### src/rtl/stage3_arb_pkg.sv
// -----------------------------------------------------------------------------
// stage3_arb_pkg
// Shared types for the stage-3 memory arbiter.
//   arb_state_t : arbiter ownership state (IDLE / FETCH / DATA)
//   arb_req_t   : one latched bus request (address, store data, byte enables,
//                 read strobe, write strobe)
// The struct is sized by ARB_ADDR_W / ARB_DATA_W. The top level's ADDR_W and
// DATA_W parameters default to these values and must be kept equal to them.
// -----------------------------------------------------------------------------
package stage3_arb_pkg;

   localparam int ARB_ADDR_W = 32;
   localparam int ARB_DATA_W = 32;
   localparam int ARB_BE_W   = ARB_DATA_W / 8;

   typedef enum logic [1:0] {
      IDLE  = 2'd0,
      FETCH = 2'd1,
      DATA  = 2'd2
   } arb_state_t;

   typedef struct packed {
      logic [ARB_ADDR_W-1:0] addr;
      logic [ARB_DATA_W-1:0] wdata;
      logic [ARB_BE_W-1:0]   byte_en;
      logic                  ren;
      logic                  wen;
   } arb_req_t;

endpackage

### src/rtl/stage3_arb_req_latch.sv
// -----------------------------------------------------------------------------
// stage3_arb_req_latch
// Holds the request currently presented on the memory bus.
// Ports:
//   clk   in   clock, rising edge
//   rst   in   asynchronous reset, active-high; clears the held request
//   load  in   capture d (takes priority over clear)
//   clear in   drop the held request, which deasserts the bus strobes
//   d     in   request to capture
//   q     out  held request driving the bus
// -----------------------------------------------------------------------------
module stage3_arb_req_latch
   import stage3_arb_pkg::*;
(
   input  logic     clk,
   input  logic     rst,
   input  logic     load,
   input  logic     clear,
   input  arb_req_t d,
   output arb_req_t q
);

   // NOTE: sequential state is updated with non-blocking assignments so every
   // flop samples pre-edge values regardless of block evaluation order.
   always_ff @(posedge clk or posedge rst) begin
      if (rst) begin
         q <= '0;
      end else if (load) begin
         q <= d;
      end else if (clear) begin
         q <= '0;
      end
   end

endmodule

### src/rtl/stage3_mem_arbiter.sv
// -----------------------------------------------------------------------------
// stage3_mem_arbiter
// Shares one memory bus between the stage-3 fetch port and data port. One
// requester owns the bus at a time; its latched request is held until the bus
// reports completion (bus_busy==0). Data wins a simultaneous request, and the
// requester that just completed is never re-granted directly, so contention
// alternates D,I,D,I. Completion hands over to the other requester with no
// idle cycle.
//
// Optional feature (macro STAGE3_ARB_FETCH_ABORT_EN):
//   i_abort during a fetch (grant cycle, in flight or completion cycle) drops
//   that fetch's result: i_busy stays high. Without the macro i_abort is ignored
//   and every completed fetch is delivered.
//
// Ports:
//   clk, rst                 clock; asynchronous active-high reset
//   iren, suppress_iren      fetch request and its hazard-unit veto
//   i_abort                  fetch redirect (used only with the macro)
//   iaddr                    fetch address
//   i_rdata, i_busy          fetch result; i_busy low for the completion cycle
//   dren, dwen               data read / write request (mutually exclusive)
//   suppress_data            hazard-unit veto for the data request
//   daddr, dwdata, dbyte_en  data address, store data, store byte enables
//   d_rdata, d_busy          data result; d_busy low for the completion cycle
//   bus_addr, bus_wdata,
//   bus_byte_en              latched request fields (byte_en all-ones on reads)
//   bus_ren, bus_wen         registered strobes, high for the whole transaction
//   bus_rdata, bus_busy      bus read data; bus_busy==0 means done this cycle
// -----------------------------------------------------------------------------
module stage3_mem_arbiter
   import stage3_arb_pkg::*;
#(
   parameter int ADDR_W = ARB_ADDR_W,
   parameter int DATA_W = ARB_DATA_W
) (
   input  logic                clk,
   input  logic                rst,
   input  logic                iren,
   input  logic                suppress_iren,
   input  logic                i_abort,
   input  logic [ADDR_W-1:0]   iaddr,
   output logic [DATA_W-1:0]   i_rdata,
   output logic                i_busy,
   input  logic                dren,
   input  logic                dwen,
   input  logic                suppress_data,
   input  logic [ADDR_W-1:0]   daddr,
   input  logic [DATA_W-1:0]   dwdata,
   input  logic [DATA_W/8-1:0] dbyte_en,
   output logic [DATA_W-1:0]   d_rdata,
   output logic                d_busy,
   output logic [ADDR_W-1:0]   bus_addr,
   output logic [DATA_W-1:0]   bus_wdata,
   output logic [DATA_W/8-1:0] bus_byte_en,
   output logic                bus_ren,
   output logic                bus_wen,
   input  logic [DATA_W-1:0]   bus_rdata,
   input  logic                bus_busy
);

   arb_state_t state;
   arb_req_t   fetch_req;
   arb_req_t   data_req;
   arb_req_t   load_req;
   arb_req_t   cur_req;

   logic ireq;
   logic dreq;
   logic done;
   logic grant_i;
   logic grant_d;
   logic load;
   logic clear;
   logic drop_now;

   assign ireq = iren & ~suppress_iren;
   assign dreq = (dren | dwen) & ~suppress_data;
   assign done = (state != IDLE) & ~bus_busy;

   // Candidate requests as they would be latched on a grant.
   always_comb begin
      fetch_req         = '0;
      fetch_req.addr    = iaddr;
      fetch_req.byte_en = '1;
      fetch_req.ren     = 1'b1;

      data_req          = '0;
      data_req.addr     = daddr;
      data_req.wdata    = dwen ? dwdata : '0;
      data_req.byte_en  = dwen ? dbyte_en : '1;
      data_req.ren      = dren;
      data_req.wen      = dwen;
   end

   // Grant decision. A completing owner may only hand over to the other side,
   // which is what guarantees alternation under contention.
   // NOTE: every signal written here gets a default first, so no path through
   // the case can leave one unassigned and infer a latch.
   always_comb begin
      grant_i = 1'b0;
      grant_d = 1'b0;
      unique case (state)
         IDLE: begin
            if (dreq)      grant_d = 1'b1;
            else if (ireq) grant_i = 1'b1;
         end
         FETCH:   grant_d = done & dreq;
         DATA:    grant_i = done & ireq;
         default: ;
      endcase
   end

   assign load     = grant_i | grant_d;
   assign clear    = done & ~load;
   assign load_req = grant_d ? data_req : fetch_req;

   always_ff @(posedge clk or posedge rst) begin
      if (rst) begin
         state <= IDLE;
      end else if (grant_d) begin
         state <= DATA;
      end else if (grant_i) begin
         state <= FETCH;
      end else if (done) begin
         state <= IDLE;
      end
   end

   stage3_arb_req_latch u_req_latch (
      .clk   (clk),
      .rst   (rst),
      .load  (load),
      .clear (clear),
      .d     (load_req),
      .q     (cur_req)
   );

`ifdef STAGE3_ARB_FETCH_ABORT_EN
   logic drop;

   // Remembers a redirect seen while the fetch was granted or in flight; a
   // redirect in the completion cycle itself is caught by drop_now directly.
   always_ff @(posedge clk or posedge rst) begin
      if (rst) begin
         drop <= 1'b0;
      end else if ((state == FETCH) && done) begin
         drop <= 1'b0;
      end else if (i_abort && ((state == FETCH) || grant_i)) begin
         drop <= 1'b1;
      end
   end

   assign drop_now = drop | i_abort;
`else
   logic unused_abort;
   assign unused_abort = i_abort;
   assign drop_now     = 1'b0;
`endif

   assign i_busy  = ~((state == FETCH) & done & ~drop_now);
   assign d_busy  = ~((state == DATA) & done);
   assign i_rdata = (state == FETCH) ? bus_rdata : '0;
   assign d_rdata = (state == DATA)  ? bus_rdata : '0;

   assign bus_addr    = cur_req.addr;
   assign bus_wdata   = cur_req.wdata;
   assign bus_byte_en = cur_req.byte_en;
   assign bus_ren     = cur_req.ren;
   assign bus_wen     = cur_req.wen;

   a_rw_exclusive: assert property (@(posedge clk) disable iff (rst) !(dren && dwen));

endmodule

### config.mk
export PLATFORM = sky130hd
export DESIGN_NAME = stage3_mem_arbiter
export DESIGN_NICKNAME = d
export VERILOG_FILES = /design/src/rtl/stage3_arb_pkg.sv /design/src/rtl/stage3_arb_req_latch.sv /design/src/rtl/stage3_mem_arbiter.sv
export SDC_FILE = /design/constraint.sdc
export NUM_CORES = 1
export LEC_CHECK = 0
export ABC_AREA = 1
export CORE_MARGIN = 2
export CORE_UTILIZATION = 35
export DETAILED_ROUTE_END_ITERATION = 10
export PLACE_DENSITY_LB_ADDON = 0.3
export SLEW_MARGIN = 20
export SYNTH_ARGS = -nofsm -noshare
export SYNTH_HDL_FRONTEND = slang
export SYNTH_SLANG_ARGS = --single-unit
### constraint.sdc
create_clock -name clk -period 2.9 [get_ports clk]
set_input_delay 0.725 -clock clk [delete_from_list [all_inputs] [get_ports clk]]
set_output_delay 0.725 -clock clk [all_outputs]
set_load 0.005 [all_outputs]
==> flow_summary.ini <==
[run_status]
status = completed

[clock_network]
cts_tree = done
cts_max_level = 3
numCtsBuffers = 9
source_to_sink_clock_delay_at_the_later_pin_of_the_worst_skew_pair_ns = 0.35
cts.reportedPaths.clkPinSlew_ns = 0.07
cts_root_buf = sky130_fd_sc_hd__clkbuf_8
number_of_buffers_between_clock_root_and_the_deepest_sink = 2
cts.sink_count = 72

[placement]
detailed_place_hpwl_um = 10500
io_buffer_count = 275
total_placed_instance_area_um2 = 6770
globalplace.congestion = 0.768

[sta]
layout_min_cycle_time_ns = 2.82
max_freq_mhz = 355
timing_max_transition_violations_final = 0
setup_total_negative_slack_ns = 0
setup_repair_after_global_routing_missed_its_margin = yes
timing.final.crit_share = 0.972
finalHoldViolCount = 0
timing.max_slew.rel_slack = 0.429
setup-violations-final = 0
worstMarginPinSlew_ns = 0.853
holdWs_ns = 0.518
clock_skew_ns = 0.0167

[route]
via_count = 4592
route.antenna.remaining_nets = 0
drt_iter0_drc = 246
vias_per_cell = 4.77
route.layer.met1.wl_um = 5060
dr_wl_met2_um = 7260
met3WireLength_um = 1370
drt_pre_antenna_iters = 4
route.detailed.wl_per_inst_um = 14.5
totalWireLength_um = 14000
top_layer = met5
drc = 0

[global_route]
grt_antenna_before_repair = 1
total_global_routing_overflow = 0
grt_pass1_vias = 4287
grt_pass1_wl_um = 21100
track_usage = 0.228
grt_start_max_net_pins = 96

[layout]
final_util = 0.644
flow.area_growth_from_synthesis_pct = 79.0
layout.cells.most_common_list = sky130_fd_sc_hd__clkdlybuf4s50_1 (275), sky130_fd_sc_hd__nand2_1 (182), sky130_fd_sc_hd__inv_1 (74)
antenna-diode-count = 0
layout_commonest_cell = sky130_fd_sc_hd__clkdlybuf4s50_1
post_route_cells_drive_above_1_share = 0.0560
finish.instance_area_um2 = 7010
design.final.nets = 958
filler_cell_count = 950

[setup_path]
cp_max_fo = 10
critical-path-top-delay-family = buffers and inverters
crit_path_end_kind = output pin
crit_cells = 6
critical_path.max_stage_delay_ns = 0.52
start_kind = register
cp.required_ns = 2.17
worst-r2r-cell-count = 4
timing.rr.end = u_req_latch.q[43]$_DFFE_PP0P_
path_cells = inv_2 > nor2_2 > clkinvlp_4 > buf_4 > nor2_1 > clkdlybuf4s50_1
slowest_stage = sky130_fd_sc_hd__clkdlybuf4s50_1
timing.critical_path.from = state[1]$_DFFE_PP0P_
reg2reg_from = state[0]$_DFFE_PP0P_
worst-r2r-setup-slack_ns = 1.12
setup.worst_path.class = reg -> out
endpoint = d_rdata[29]
critical_path_arrival_ns = 2.09
critPathBufInv = 4

[power_and_ir_drop]
p_per_area_nw_per_um2 = 700
vdd_ir_drop_max_uv = 399
cellLeakagePower_uw = 0.00348
fin_total_pwr_uw = 4910

[floorplanning]
std_cell_rows = 38
die-area_um2 = 12100
die_x_extent_um = 110
initial_core_util = 0.360
dieHeight_um = 110
placeableCoreArea_um2 = 10900
io_pins = 277

[logic_synthesis]
yosysSeqAreaShare = 0.460
count_of_cell_types_in_the_netlist = 19
synthesis.area_um2 = 3920
synth_compound_gate_area_share = 0.0469
synth_simple_gate_area_share = 0.365
post_synth_mux_area_share = 0
main_combinational_cell_family_by_area_after_synthesis = simple AND/OR/NAND/NOR gates
synth_xor_area_frac = 0
synth_top_cell_by_area = sky130_fd_sc_hd__dfrtp_1
synth.ff_latch_count = 72
yosys-top-cells-area = sky130_fd_sc_hd__dfrtp_1 (46%), sky130_fd_sc_hd__nand2_1 (17%), sky130_fd_sc_hd__nand4_1 (11%)
yosysWarnings = 0
syn_area_per_cell_um2 = 7.10
synth_cells = 552
adder_cell_share_of_the_synthesized_area = 0
mappedNetlistNets = 693
post-synth-top-area-fraction = 0.460

[flow_run]
cap_violations = 0

[worst_hold_path]
worst_hold_path_type = reg -> reg
-- synth_stat cells --
library cell and n:
sky130_fd_sc_hd__buf_6 1, sky130_fd_sc_hd__nor3b_1 1, sky130_fd_sc_hd__o21ai_1 28, sky130_fd_sc_hd__buf_2 21
sky130_fd_sc_hd__nand2_4 1, sky130_fd_sc_hd__a21oi_1 1, sky130_fd_sc_hd__nand2_1 182, sky130_fd_sc_hd__nand4_1 71
sky130_fd_sc_hd__o21ai_2 1, sky130_fd_sc_hd__inv_2 1, sky130_fd_sc_hd__dfrtp_1 72, sky130_fd_sc_hd__nor2_8 1
sky130_fd_sc_hd__nor2_2 1, sky130_fd_sc_hd__o21ai_0 6, sky130_fd_sc_hd__clkbuf_1 13, sky130_fd_sc_hd__nor2_1 67
sky130_fd_sc_hd__inv_1 77, sky130_fd_sc_hd__buf_4 6, sky130_fd_sc_hd__nand2_2 1
-- report_power, final --
part	switching, uW	leakage, uW	internal [uW]
logic	1190	0.00245	1430
registers	215	0.000946	1360
clock network	401	0.0000831	314
total	1800	0.00348	3110
-- area by class of cell --
cell class,count,area [um^2],area share
Timing Repair Buffer,293,2930,0.417
Sequential cell,72,1800,0.257
Multi-Input combinational cell,361,1620,0.232
Inverter,78,302,0.0430
Tap cell,140,175,0.0250
Clock buffer,10,128,0.0182
Clock inverter,6,42.5,0.00606
Timing Repair inverter,2,15.0,0.00214
-- routing by layer --
| metal | vias to the layer above | track usage |
|---|---|---|
| li1 | 2265 | - |
| met5 | - | 0 |
| met3 | 22 | 0.0705 |
| met2 | 204 | 0.420 |
| met4 | 2 | 0.0796 |
| met1 | 2099 | 0.245 |
-- kinds of logic (layout without fill, tap and decap cells) --
group / Yosys count / after routing
AOI/OAI and AO/OA: 36 / 36
buffers and inverters: 119 / 389
DFF: 72 / 72
and+or+nand+nor: 325 / 325
-- how the worst min path moves through the flow --
stage,slack (ns),endpoint,cells after the start,start
after floorplan,0.51,u_req_latch.q[38]$_DFFE_PP0P_,2,u_req_latch.q[38]$_DFFE_PP0P_
after global placement,0.50,u_req_latch.q[62]$_DFFE_PP0P_,2,u_req_latch.q[62]$_DFFE_PP0P_
after detailed placement,0.50,u_req_latch.q[23]$_DFFE_PP0P_,2,u_req_latch.q[23]$_DFFE_PP0P_
after CTS,0.52,u_req_latch.q[25]$_DFFE_PP0P_,2,u_req_latch.q[25]$_DFFE_PP0P_
after global routing,0.54,u_req_latch.q[39]$_DFFE_PP0P_,2,u_req_latch.q[39]$_DFFE_PP0P_
final,0.52,u_req_latch.q[25]$_DFFE_PP0P_,2,u_req_latch.q[25]$_DFFE_PP0P_
-- through the flow --
step	std cells	setup WS, ns
final	962	0.0805
after global routing	962	-0.0543
after CTS	962	0.0537
after detailed placement	937	0.227
after global placement	937	0.234
after floorplan	552	0.350
-- registers in the layout (all words and copies together), names as in the netlist --
| signal | cells |
|---|---|
| state | 2 |
| u_req_latch.q | 70 |
-- worst min-delay path, stage by stage (launching register included) --
cell and delay [ns]:
sky130_fd_sc_hd__dfrtp_1 0.34, sky130_fd_sc_hd__nand4_1 0.08, sky130_fd_sc_hd__nand2_1 0.06
-- what timing repair did --
item,CTS,global route
resized for setup,6,0
pin swaps,0,0
setup endpoints to repair,64,14
gates cloned,2,0
hold buffers,0,0
setup buffers,7,0
hold endpoints to repair,0,0
Power figures use the tool's default switching activity.
